<file path="config.mk">
export PLATFORM = sky130hd
export DESIGN_NAME = sv39_ptw_flat
export DESIGN_NICKNAME = d
export VERILOG_FILES = /design/src/rtl/sv39_ptw_pkg.sv /design/src/rtl/sv39_ptw_if.sv /design/src/rtl/sv39_ptw.sv /design/src/flat_wrapper.sv
export SDC_FILE = /design/constraint.sdc
export NUM_CORES = 1
export LEC_CHECK = 0
export ABC_AREA = 1
export BUFFER_PORTS_ARGS = -buffer_cell sky130_fd_sc_hd__buf_2
export CORE_AREA = 2 2 166 168
export CTS_CLUSTER_DIAMETER = 200
export CTS_CLUSTER_SIZE = 28
export DETAILED_ROUTE_END_ITERATION = 10
export DIE_AREA = 0 0 168 170
export GPL_TIMING_DRIVEN = 0
export PLACE_DENSITY = 0.65
export SETUP_SLACK_MARGIN = 0.05
export SKIP_CTS_REPAIR_TIMING = 1
export SYNTH_ARGS = -nofsm -noshare
export SYNTH_HDL_FRONTEND = slang
export SYNTH_SLANG_ARGS = --single-unit
export TNS_END_PERCENT = 50
</file>
<file path="constraint.sdc">
create_clock -name clk_i -period 9.8 [get_ports clk_i]
set_input_delay 1.47 -clock clk_i [delete_from_list [all_inputs] [get_ports clk_i]]
set_output_delay 1.47 -clock clk_i [all_outputs]
set_load 0.01 [all_outputs]
</file>
<file path="src/rtl/sv39_ptw_pkg.sv">
// Shared types for the SV39 page-table walker: PTE layout, TLB update record, walker states.
package sv39_ptw_pkg;
  localparam int ASID_WIDTH = 16;
  localparam int PTW_LEVELS = 3;
  localparam int PTESIZE    = 8;

  typedef enum logic [1:0] {IDLE, REQ, WAIT, DRAIN} ptw_state_e;

  typedef struct packed {
    logic [9:0]  reserved;
    logic [43:0] ppn;
    logic [1:0]  rsw;
    logic        d, a, g, u, x, w, r, v;
  } pte_t;

  typedef struct packed {
    logic                  valid;
    logic                  is_2M;
    logic                  is_1G;
    logic [26:0]           vpn;
    logic [ASID_WIDTH-1:0] asid;
    pte_t                  content;
  } tlb_update_t;

  function automatic logic is_canonical(input logic [63:0] va);
    return va[63:39] == {25{va[38]}};
  endfunction
endpackage

</file>
<file path="src/rtl/sv39_ptw_if.sv">
// PTE read port: req/gnt address phase, one rvalid data beat per grant.
interface sv39_ptw_if #(parameter int PADDR_W = 56) ();
  logic               req;
  logic [PADDR_W-1:0] addr;
  logic               gnt;
  logic               rvalid;
  logic [63:0]        rdata;

  modport master (output req, addr, input gnt, rvalid, rdata);
  modport slave  (input req, addr, output gnt, rvalid, rdata);
endinterface

</file>
<file path="src/rtl/sv39_ptw.sv">
// SV39 page-table walker refilling the TLB on a miss; emits a one-cycle update or fault pulse.
// Optional SV39_PTW_PERF_EN adds walk_cycles_o, a saturating count of walking cycles.
module sv39_ptw
  import sv39_ptw_pkg::*;
#(
  parameter int ASID_W  = ASID_WIDTH,
  parameter int PADDR_W = 56
) (
  input  logic              clk_i,
  input  logic              rst_i,
  input  logic              flush_i,
  input  logic [43:0]       satp_ppn_i,
  input  logic              req_valid_i,
  output logic              req_ready_o,
  input  logic [63:0]       req_vaddr_i,
  input  logic [ASID_W-1:0] req_asid_i,
  sv39_ptw_if.master        mem,
  output tlb_update_t       update_o,
  output logic              fault_o,
  output logic [63:0]       fault_vaddr_o,
  output logic              walking_o
`ifdef SV39_PTW_PERF_EN
  , output logic [31:0]     walk_cycles_o
`endif
);

  ptw_state_e        state_q, state_d;
  logic [1:0]        level_q;
  logic [43:0]       ppn_q;
  logic [26:0]       vpn_q;
  logic [ASID_W-1:0] asid_q;
  tlb_update_t       update_q;
  logic              fault_q;
  logic [63:0]       fault_vaddr_q;

  logic accept, upd_fire, flt_fire, descend;
  logic [8:0] vpn_sel;
  pte_t pte;
  logic pte_bad, pte_leaf, misaligned, pte_fault, walk_done;

  assign pte        = pte_t'(mem.rdata);
  assign pte_bad    = !pte.v || (pte.w && !pte.r);
  assign pte_leaf   = pte.r || pte.x;
  assign misaligned = (level_q == 2'd2 && |pte.ppn[17:0]) || (level_q == 2'd1 && |pte.ppn[8:0]);
  // Every terminating PTE is either a fault or a leaf; a pointer at level 0 is a fault too.
  assign pte_fault  = pte_bad || (pte_leaf ? misaligned : (level_q == 2'd0));
  assign walk_done  = pte_bad || pte_leaf || (level_q == 2'd0);

  always_comb begin
    case (level_q)
      2'd2:    vpn_sel = vpn_q[26:18];
      2'd1:    vpn_sel = vpn_q[17:9];
      default: vpn_sel = vpn_q[8:0];
    endcase
  end

  always_ff @(posedge clk_i or posedge rst_i) begin
    if (rst_i) state_q <= IDLE;
    else       state_q <= state_d;
  end

  always_comb begin
    state_d = state_q;
    case (state_q)
      IDLE:  if (req_valid_i && is_canonical(req_vaddr_i)) state_d = REQ;
      REQ: begin
        if (flush_i)       state_d = mem.gnt ? DRAIN : IDLE;
        else if (mem.gnt)  state_d = WAIT;
      end
      // A flush coinciding with rvalid has nothing left in flight, so skip DRAIN.
      WAIT: begin
        if (flush_i)         state_d = mem.rvalid ? IDLE : DRAIN;
        else if (mem.rvalid) state_d = walk_done ? IDLE : REQ;
      end
      DRAIN: if (mem.rvalid) state_d = IDLE;
      default: state_d = IDLE;
    endcase
  end

  always_comb begin
    req_ready_o = 1'b0;
    walking_o   = 1'b1;
    mem.req     = 1'b0;
    mem.addr    = '0;
    accept      = 1'b0;
    upd_fire    = 1'b0;
    flt_fire    = 1'b0;
    descend     = 1'b0;
    case (state_q)
      IDLE: begin
        req_ready_o = 1'b1;
        walking_o   = 1'b0;
        accept      = req_valid_i;
        flt_fire    = req_valid_i && !is_canonical(req_vaddr_i);
      end
      REQ: begin
        mem.req  = 1'b1;
        mem.addr = PADDR_W'({ppn_q, vpn_sel, {$clog2(PTESIZE){1'b0}}});
      end
      WAIT: begin
        if (mem.rvalid && !flush_i) begin
          upd_fire = walk_done && !pte_fault;
          flt_fire = pte_fault;
          descend  = !walk_done;
        end
      end
      default: ;
    endcase
  end

  always_ff @(posedge clk_i or posedge rst_i) begin
    if (rst_i) begin
      level_q       <= '0;
      ppn_q         <= '0;
      vpn_q         <= '0;
      asid_q        <= '0;
      update_q      <= '0;
      fault_q       <= 1'b0;
      fault_vaddr_q <= '0;
    end else begin
      update_q <= '0;
      fault_q  <= flt_fire;
      if (accept) begin
        level_q       <= 2'(PTW_LEVELS - 1);
        ppn_q         <= satp_ppn_i;
        vpn_q         <= req_vaddr_i[38:12];
        asid_q        <= req_asid_i;
        fault_vaddr_q <= req_vaddr_i;
      end
      if (descend) begin
        ppn_q   <= pte.ppn;
        level_q <= level_q - 2'd1;
      end
      if (upd_fire) begin
        update_q.valid   <= 1'b1;
        update_q.is_1G   <= (level_q == 2'd2);
        update_q.is_2M   <= (level_q == 2'd1);
        update_q.vpn     <= vpn_q;
        update_q.asid    <= ASID_WIDTH'(asid_q);
        update_q.content <= pte;
      end
    end
  end

  assign update_o      = update_q;
  assign fault_o       = fault_q;
  assign fault_vaddr_o = fault_vaddr_q;

`ifdef SV39_PTW_PERF_EN
  logic [31:0] walk_cnt_q;
  always_ff @(posedge clk_i or posedge rst_i) begin
    if (rst_i)                              walk_cnt_q <= '0;
    else if (walking_o && walk_cnt_q != '1) walk_cnt_q <= walk_cnt_q + 32'd1;
  end
  assign walk_cycles_o = walk_cnt_q;
`endif

endmodule

</file>
<file path="src/flat_wrapper.sv">
// flat-port wrapper written by rule: the top's interface ports become plain ports
module sv39_ptw_flat import sv39_ptw_pkg::*;
#(
  parameter int ASID_W  = ASID_WIDTH,
  parameter int PADDR_W = 56
)
  (clk_i, rst_i, flush_i, satp_ppn_i, req_valid_i, req_ready_o, req_vaddr_i, req_asid_i, update_o, fault_o, fault_vaddr_o, walking_o, mem_req, mem_addr, mem_gnt, mem_rvalid, mem_rdata);
  sv39_ptw_if #(.PADDR_W(PADDR_W)) mem_i ();
  input  logic clk_i;
  input  logic rst_i;
  input  logic flush_i;
  input  logic [43:0] satp_ppn_i;
  input  logic req_valid_i;
  output logic req_ready_o;
  input  logic [63:0] req_vaddr_i;
  input  logic [ASID_W-1:0] req_asid_i;
  output tlb_update_t update_o;
  output logic fault_o;
  output logic [63:0] fault_vaddr_o;
  output logic walking_o;
  output wire logic [$bits(mem_i.req)-1:0] mem_req;
  output wire logic [$bits(mem_i.addr)-1:0] mem_addr;
  input wire logic [$bits(mem_i.gnt)-1:0] mem_gnt;
  input wire logic [$bits(mem_i.rvalid)-1:0] mem_rvalid;
  input wire logic [$bits(mem_i.rdata)-1:0] mem_rdata;
  assign mem_req = mem_i.req;
  assign mem_addr = mem_i.addr;
  assign mem_i.gnt = mem_gnt;
  assign mem_i.rvalid = mem_rvalid;
  assign mem_i.rdata = mem_rdata;
  sv39_ptw #(.ASID_W(ASID_W), .PADDR_W(PADDR_W)) u_core (.clk_i(clk_i), .rst_i(rst_i), .flush_i(flush_i), .satp_ppn_i(satp_ppn_i), .req_valid_i(req_valid_i), .req_ready_o(req_ready_o), .req_vaddr_i(req_vaddr_i), .req_asid_i(req_asid_i), .mem(mem_i), .update_o(update_o), .fault_o(fault_o), .fault_vaddr_o(fault_vaddr_o), .walking_o(walking_o));
endmodule
</file>
# After elaboration in Yosys (flattened, before gate mapping)
# Index checks and enable logic that the tools add are counted.
# word_totals
regBits	266
output_inout_bits	234
word_cells	87
# classes
addsub	1
n_eq_ne	10
mux	28
n_reduce_logical	25
# ops
op	count
$mux 110	1
$mux 44	2
$mux 56	1
$eq 25x25->1	1
$mux 2	10
$pmux 9 s2	1
$reduce_or 18->1	1
$mux 1	11
$reduce_or 9->1	1
$pmux 2 s4	1
$logic_and 1x1->1	7
$eq 2x2->1 const B	3
$logic_not 1->1	6
$logic_or 1x1->1	6
$ne 3x3->1 const B	2
$eq 2x1->1 const B	2
$logic_not 2->1	2
$reduce_and 4->1	1
$ne 2x1->1 const B	1
$ne 2x2->1 const B	1
$pmux 1 s2	1
$reduce_bool 2->1	1
$sub 2x1->2 const B	1

# Logic depth before layout (Yosys ltp)
# logic_depth
depth_word	10
depth_mapped	10
ltp_nobuf	9

# Worst setup path after synthesis
# OpenSTA, ideal clock, no wires.
# synth_timing
path_type	register to output
start	register u_core.level_q[0]
end	output mem_addr[10]
arrival_ps	1532
setup_slack_ps	6798
path_stages_with_launch	6
n_path_buf	1
cell_sequence	dfrtp_1 -> inv_1 -> ha_1 -> clkinv_1 -> clkbuf_1 -> a221oi_1
# synth_between
elab_chain_len	3
word_cells_on_any_way	4
cone_classes	2 x eq/ne; 2 x mux
# synth_rtl
item	line	source
start, declared	sv39_ptw.sv:28	logic [1:0] level_q;
start signal, assigned	sv39_ptw.sv:124	level_q <= 2'(PTW_LEVELS - 1);
start signal, assigned	sv39_ptw.sv:132	level_q <= level_q - 2'd1;
$eq 2x1->1 or $eq 2x2->1 (tied branches)	sv39_ptw.sv:50	case (level_q)
$pmux 9 s2 (*)	sv39_ptw.sv:50	
$mux 56 (*)	sv39_ptw.sv:89	case (state_q)
end, declared	flat_wrapper.sv:22	output wire logic [$bits(mem_i.addr)-1:0] mem_addr;
# Mark *: on every way between the ends. The rest lies on a longest branch, timed or not.

# Worst setup path in the final report
# layout_timing
start	register u_core.level_q[0]
end	output mem_addr[9]
# Same word-level chain as after synthesis.

==> run_summary.xml <==
<?xml version="1.0" encoding="UTF-8"?>
<metrics>
  <group name="status">
    <metric name="status" unit="">finished, final reports clean</metric>
  </group>
  <group name="setup_path">
    <metric name="crit_path_end_kind" unit="">output port</metric>
    <metric name="timing.critical_path.from" unit="">u_core.level_q[0]</metric>
    <metric name="timing.critical_path.required" unit="ns">8.33</metric>
    <metric name="critical_path_peak_fanout" unit="">10</metric>
    <metric name="timing.reg2reg.setup_slack" unit="ns">7.78</metric>
    <metric name="critical-path-max-stage-delay" unit="ns">0.42</metric>
    <metric name="worstReg2RegStart" unit="">u_core.level_q[0]</metric>
    <metric name="cp_data_arrival_time" unit="ns">2.50</metric>
    <metric name="path_class" unit="">reg2out</metric>
    <metric name="critical_path.slowest_cell" unit="">sky130_fd_sc_hd__dfrtp_1</metric>
    <metric name="list_of_cells_traversed_by_the_critical_path" unit="">inv_1, ha_1, clkinv_1, clkbuf_1, a221oi_1, buf_2</metric>
    <metric name="crit_path_start_kind" unit="">flop</metric>
    <metric name="worst_setup_path_end" unit="">mem_addr[9]</metric>
    <metric name="destination_of_the_worst_register_to_register_timing_path" unit="">u_core.update_o[66]</metric>
    <metric name="worstRegToRegCells" unit="">10</metric>
  </group>
  <group name="placed_design">
    <metric name="gpl.final_weighted_congestion" unit="">0.854</metric>
    <metric name="placedInstanceArea" unit="um2">12600</metric>
    <metric name="dp_slack" unit="ns">6.38</metric>
    <metric name="dp.final_hpwl" unit="mm">24.6</metric>
    <metric name="portBuffers" unit="">424</metric>
  </group>
  <group name="routing">
    <metric name="detail_route.drc_violations" unit="">0</metric>
    <metric name="routed-via-count" unit="">8670</metric>
    <metric name="avgViaCountPerCell" unit="">4.66</metric>
    <metric name="wirelength" unit="mm">32.3</metric>
    <metric name="drtPass1Iterations" unit="">5</metric>
    <metric name="post_drt_antenna_nets" unit="">0</metric>
    <metric name="violation_count_after_the_first_detailed_routing_iteration" unit="">556</metric>
    <metric name="routedWlPerCell" unit="um">17.3</metric>
  </group>
  <group name="floorplanning">
    <metric name="initial_core_util" unit="%">37.5</metric>
    <metric name="floorplan.die.width" unit="um">168</metric>
    <metric name="floorplan.die_area" unit="um2">28600</metric>
    <metric name="io-pin-count" unit="">428</metric>
    <metric name="placeableCoreArea" unit="um2">26700</metric>
    <metric name="fp.dieH" unit="um">170</metric>
    <metric name="fp-row-count" unit="">60</metric>
  </group>
  <group name="sta">
    <metric name="skew" unit="ns">0.0299</metric>
    <metric name="final.min_clock_period" unit="ns">3.97</metric>
    <metric name="worst_slack" unit="ns">5.83</metric>
    <metric name="timing.final.setup_violations" unit="">0</metric>
    <metric name="worst_slew_pin_slew" unit="ns">0.862</metric>
    <metric name="timing.hold.ws" unit="ns">0.487</metric>
    <metric name="grt_setup_unrepaired" unit="">false</metric>
    <metric name="timing_max_transition_violations_final" unit="">0</metric>
    <metric name="worst_slew_margin_rel" unit="%">42.5</metric>
    <metric name="finalHoldViolCount" unit="">0</metric>
    <metric name="min_period_over_period" unit="%">40.5</metric>
    <metric name="clock.fmax" unit="MHz">252</metric>
  </group>
  <group name="cells_and_area">
    <metric name="nets_final" unit="">1715</metric>
    <metric name="area_used_by_multi_input_combinational_logic" unit="um2">2990</metric>
    <metric name="drive_gt1_share" unit="%">38.9</metric>
    <metric name="num-fill-cells" unit="">2579</metric>
    <metric name="post-route-cell-area" unit="um2">12900</metric>
    <metric name="area_added_between_synthesis_and_finish" unit="%">29.4</metric>
    <metric name="final-seq-area" unit="um2">5980</metric>
  </group>
  <group name="pwr">
    <metric name="post-layout-total-power" unit="W">0.00305</metric>
    <metric name="vdd_ir_drop_max" unit="V">0.000124</metric>
    <metric name="power.static_leakage" unit="nW">7.43</metric>
    <metric name="powerDensity" unit="nW/um2">236</metric>
  </group>
  <group name="min_path">
    <metric name="hp-class" unit="">reg2reg</metric>
  </group>
  <group name="clocking">
    <metric name="tritoncts" unit="">yes</metric>
    <metric name="worstSkewPairLatency" unit="ns">0.50</metric>
    <metric name="cts_bufs_inserted" unit="">12</metric>
    <metric name="ctsLongestPathBuffers" unit="">3</metric>
    <metric name="clock_sink_count" unit="">239</metric>
    <metric name="cts.clk_slew.worst_paths" unit="ns">0.12</metric>
    <metric name="htree_levels" unit="">1</metric>
    <metric name="clock_tree.root_cell" unit="">sky130_fd_sc_hd__clkbuf_16</metric>
  </group>
  <group name="synthesis">
    <metric name="post-synth-top-area-cell" unit="">sky130_fd_sc_hd__dfrtp_1</metric>
    <metric name="top_cells_by_count_synth" unit="">sky130_fd_sc_hd__dfrtp_1 (239), sky130_fd_sc_hd__nand2_1 (232), sky130_fd_sc_hd__inv_1 (163)</metric>
    <metric name="synth_enable_flop_cells" unit="">0</metric>
    <metric name="synth_seq_cells" unit="">239</metric>
    <metric name="post-synth-top-count-cell" unit="">sky130_fd_sc_hd__dfrtp_1</metric>
    <metric name="async_reset_ff_share" unit="%">100</metric>
    <metric name="syn_avg_cell_area" unit="um2">9.28</metric>
    <metric name="synthesis.instances" unit="">1077</metric>
    <metric name="mappedNetlistArea" unit="um2">9990</metric>
    <metric name="netlist_top_cells_area" unit="">sky130_fd_sc_hd__dfrtp_1 (60%), sky130_fd_sc_hd__nand2_1 (8.7%), sky130_fd_sc_hd__inv_1 (6.1%)</metric>
    <metric name="post_synth_num_cell_types" unit="">28</metric>
    <metric name="post-synth-top-area-fraction" unit="%">59.9</metric>
    <metric name="synth-seq-area-share" unit="%">59.9</metric>
    <metric name="synth-main-ff-cell" unit="">sky130_fd_sc_hd__dfrtp_1</metric>
    <metric name="yosysWarningCount" unit="">0</metric>
  </group>
  <group name="grt">
    <metric name="grt_max_degree" unit="">122</metric>
    <metric name="via_count_of_the_first_global_routing_pass" unit="">8833</metric>
    <metric name="globalRouteTotalUtil" unit="%">22.0</metric>
    <metric name="global_route.overflow_total" unit="">0</metric>
    <metric name="grt_antenna_before_repair" unit="">3</metric>
    <metric name="grt_pass1_wl" unit="mm">48.9</metric>
  </group>
  <group name="run">
    <metric name="max_cap_viols" unit="">0</metric>
  </group>
</metrics>
-- layout make-up --
cell class,count,share of cell area [%]
multi-input cells,602,23.1
inverters,179,5.26
flip-flops and latches,239,46.3
repair buffers,425,16.6
plain buffers,59,2.74
diodes,2,0.0387
clock buffers,13,2.52
clock inverters,1,0.126
well taps,341,3.30
-- state kept, by name, summed over array words and instances, names as in the netlist --
name	cells
u_core.fault_vaddr_o	64
u_core.fault_o	1
u_core.level_q	2
u_core.ppn_q	44
u_core.update_o	110
u_core.state_q	2
u_core.asid_q	16
-- cell usage in the layout (no fill, tap or decap), drive strengths merged --
master	instances
nor2	174
o22ai	2
o211ai	44
a221oi	9
o31ai	2
ha	3
clkinv	2
nand4	5
nand2	234
a21oi	13
nor3	3
diode	2
conb	3
clkbuf	35
nand3b	2
inv	178
o21ai	56
buf	462
nand3	52
dfrtp	239
-- cell families after synthesis --
group | Yosys count | synth area share (%)
simple gates | 470 | 21.6
flops | 239 | 59.9
buf+inv | 238 | 10.3
compound gates | 126 | 7.88
fa+ha+maj | 3 | 0.376
other cells | 1 | 0.0375
-- metrics by stage --
stage          instances  utilization [%]  setup TNS (ns)
2_1_floorplan       1079                -               0
3_3_place_gp        1844             47.1         -272.94
3_5_place_dp        1845             47.2               0
4_1_cts             1859             48.5               0
5_1_grt             1861             48.5               0
6_report            1861             48.5               0
-- worst min-delay path by stage --
stage	depth (start not counted)	end	startpoint	slack [ns]
5_1_grt	2	u_core.fault_vaddr_o[49]	u_core.fault_vaddr_o[49]	0.52
2_1_floorplan	2	u_core.update_o[71]	u_core.asid_q[7]	0.46
3_3_place_gp	2	u_core.fault_vaddr_o[50]	u_core.fault_vaddr_o[50]	0.46
3_5_place_dp	2	u_core.fault_vaddr_o[44]	u_core.fault_vaddr_o[44]	0.46
4_1_cts	2	u_core.fault_vaddr_o[58]	u_core.fault_vaddr_o[58]	0.49
6_report	2	u_core.fault_vaddr_o[58]	u_core.fault_vaddr_o[58]	0.49
-- where the power goes --
part           total, W  internal [W]  switching, W  leakage, nW
Combinational   0.00109      0.000387      0.000705         4.13
Clock          0.000573      0.000243      0.000330        0.167
Sequential      0.00138       0.00124      0.000146         3.13
-- worst max-delay path: cells and delay by family (launching register included) --
family,cells,cell delay [ns]
flip-flops,1,0.42
buffers and inverters,4,0.89
AO/OA/AOI/OAI,1,0.42
adder cells (fa/ha/maj),1,0.28
-- metal layers --
layer  up-vias  track usage [%]  share of wire [%]
met4         2             6.12                2.5
met1      4134             27.9                 41
met5         -                0              0.046
met2       322             38.3                 50
met3        51             4.67                6.8
li1       4161                -                  -
Power figures use the tool's default switching activity.
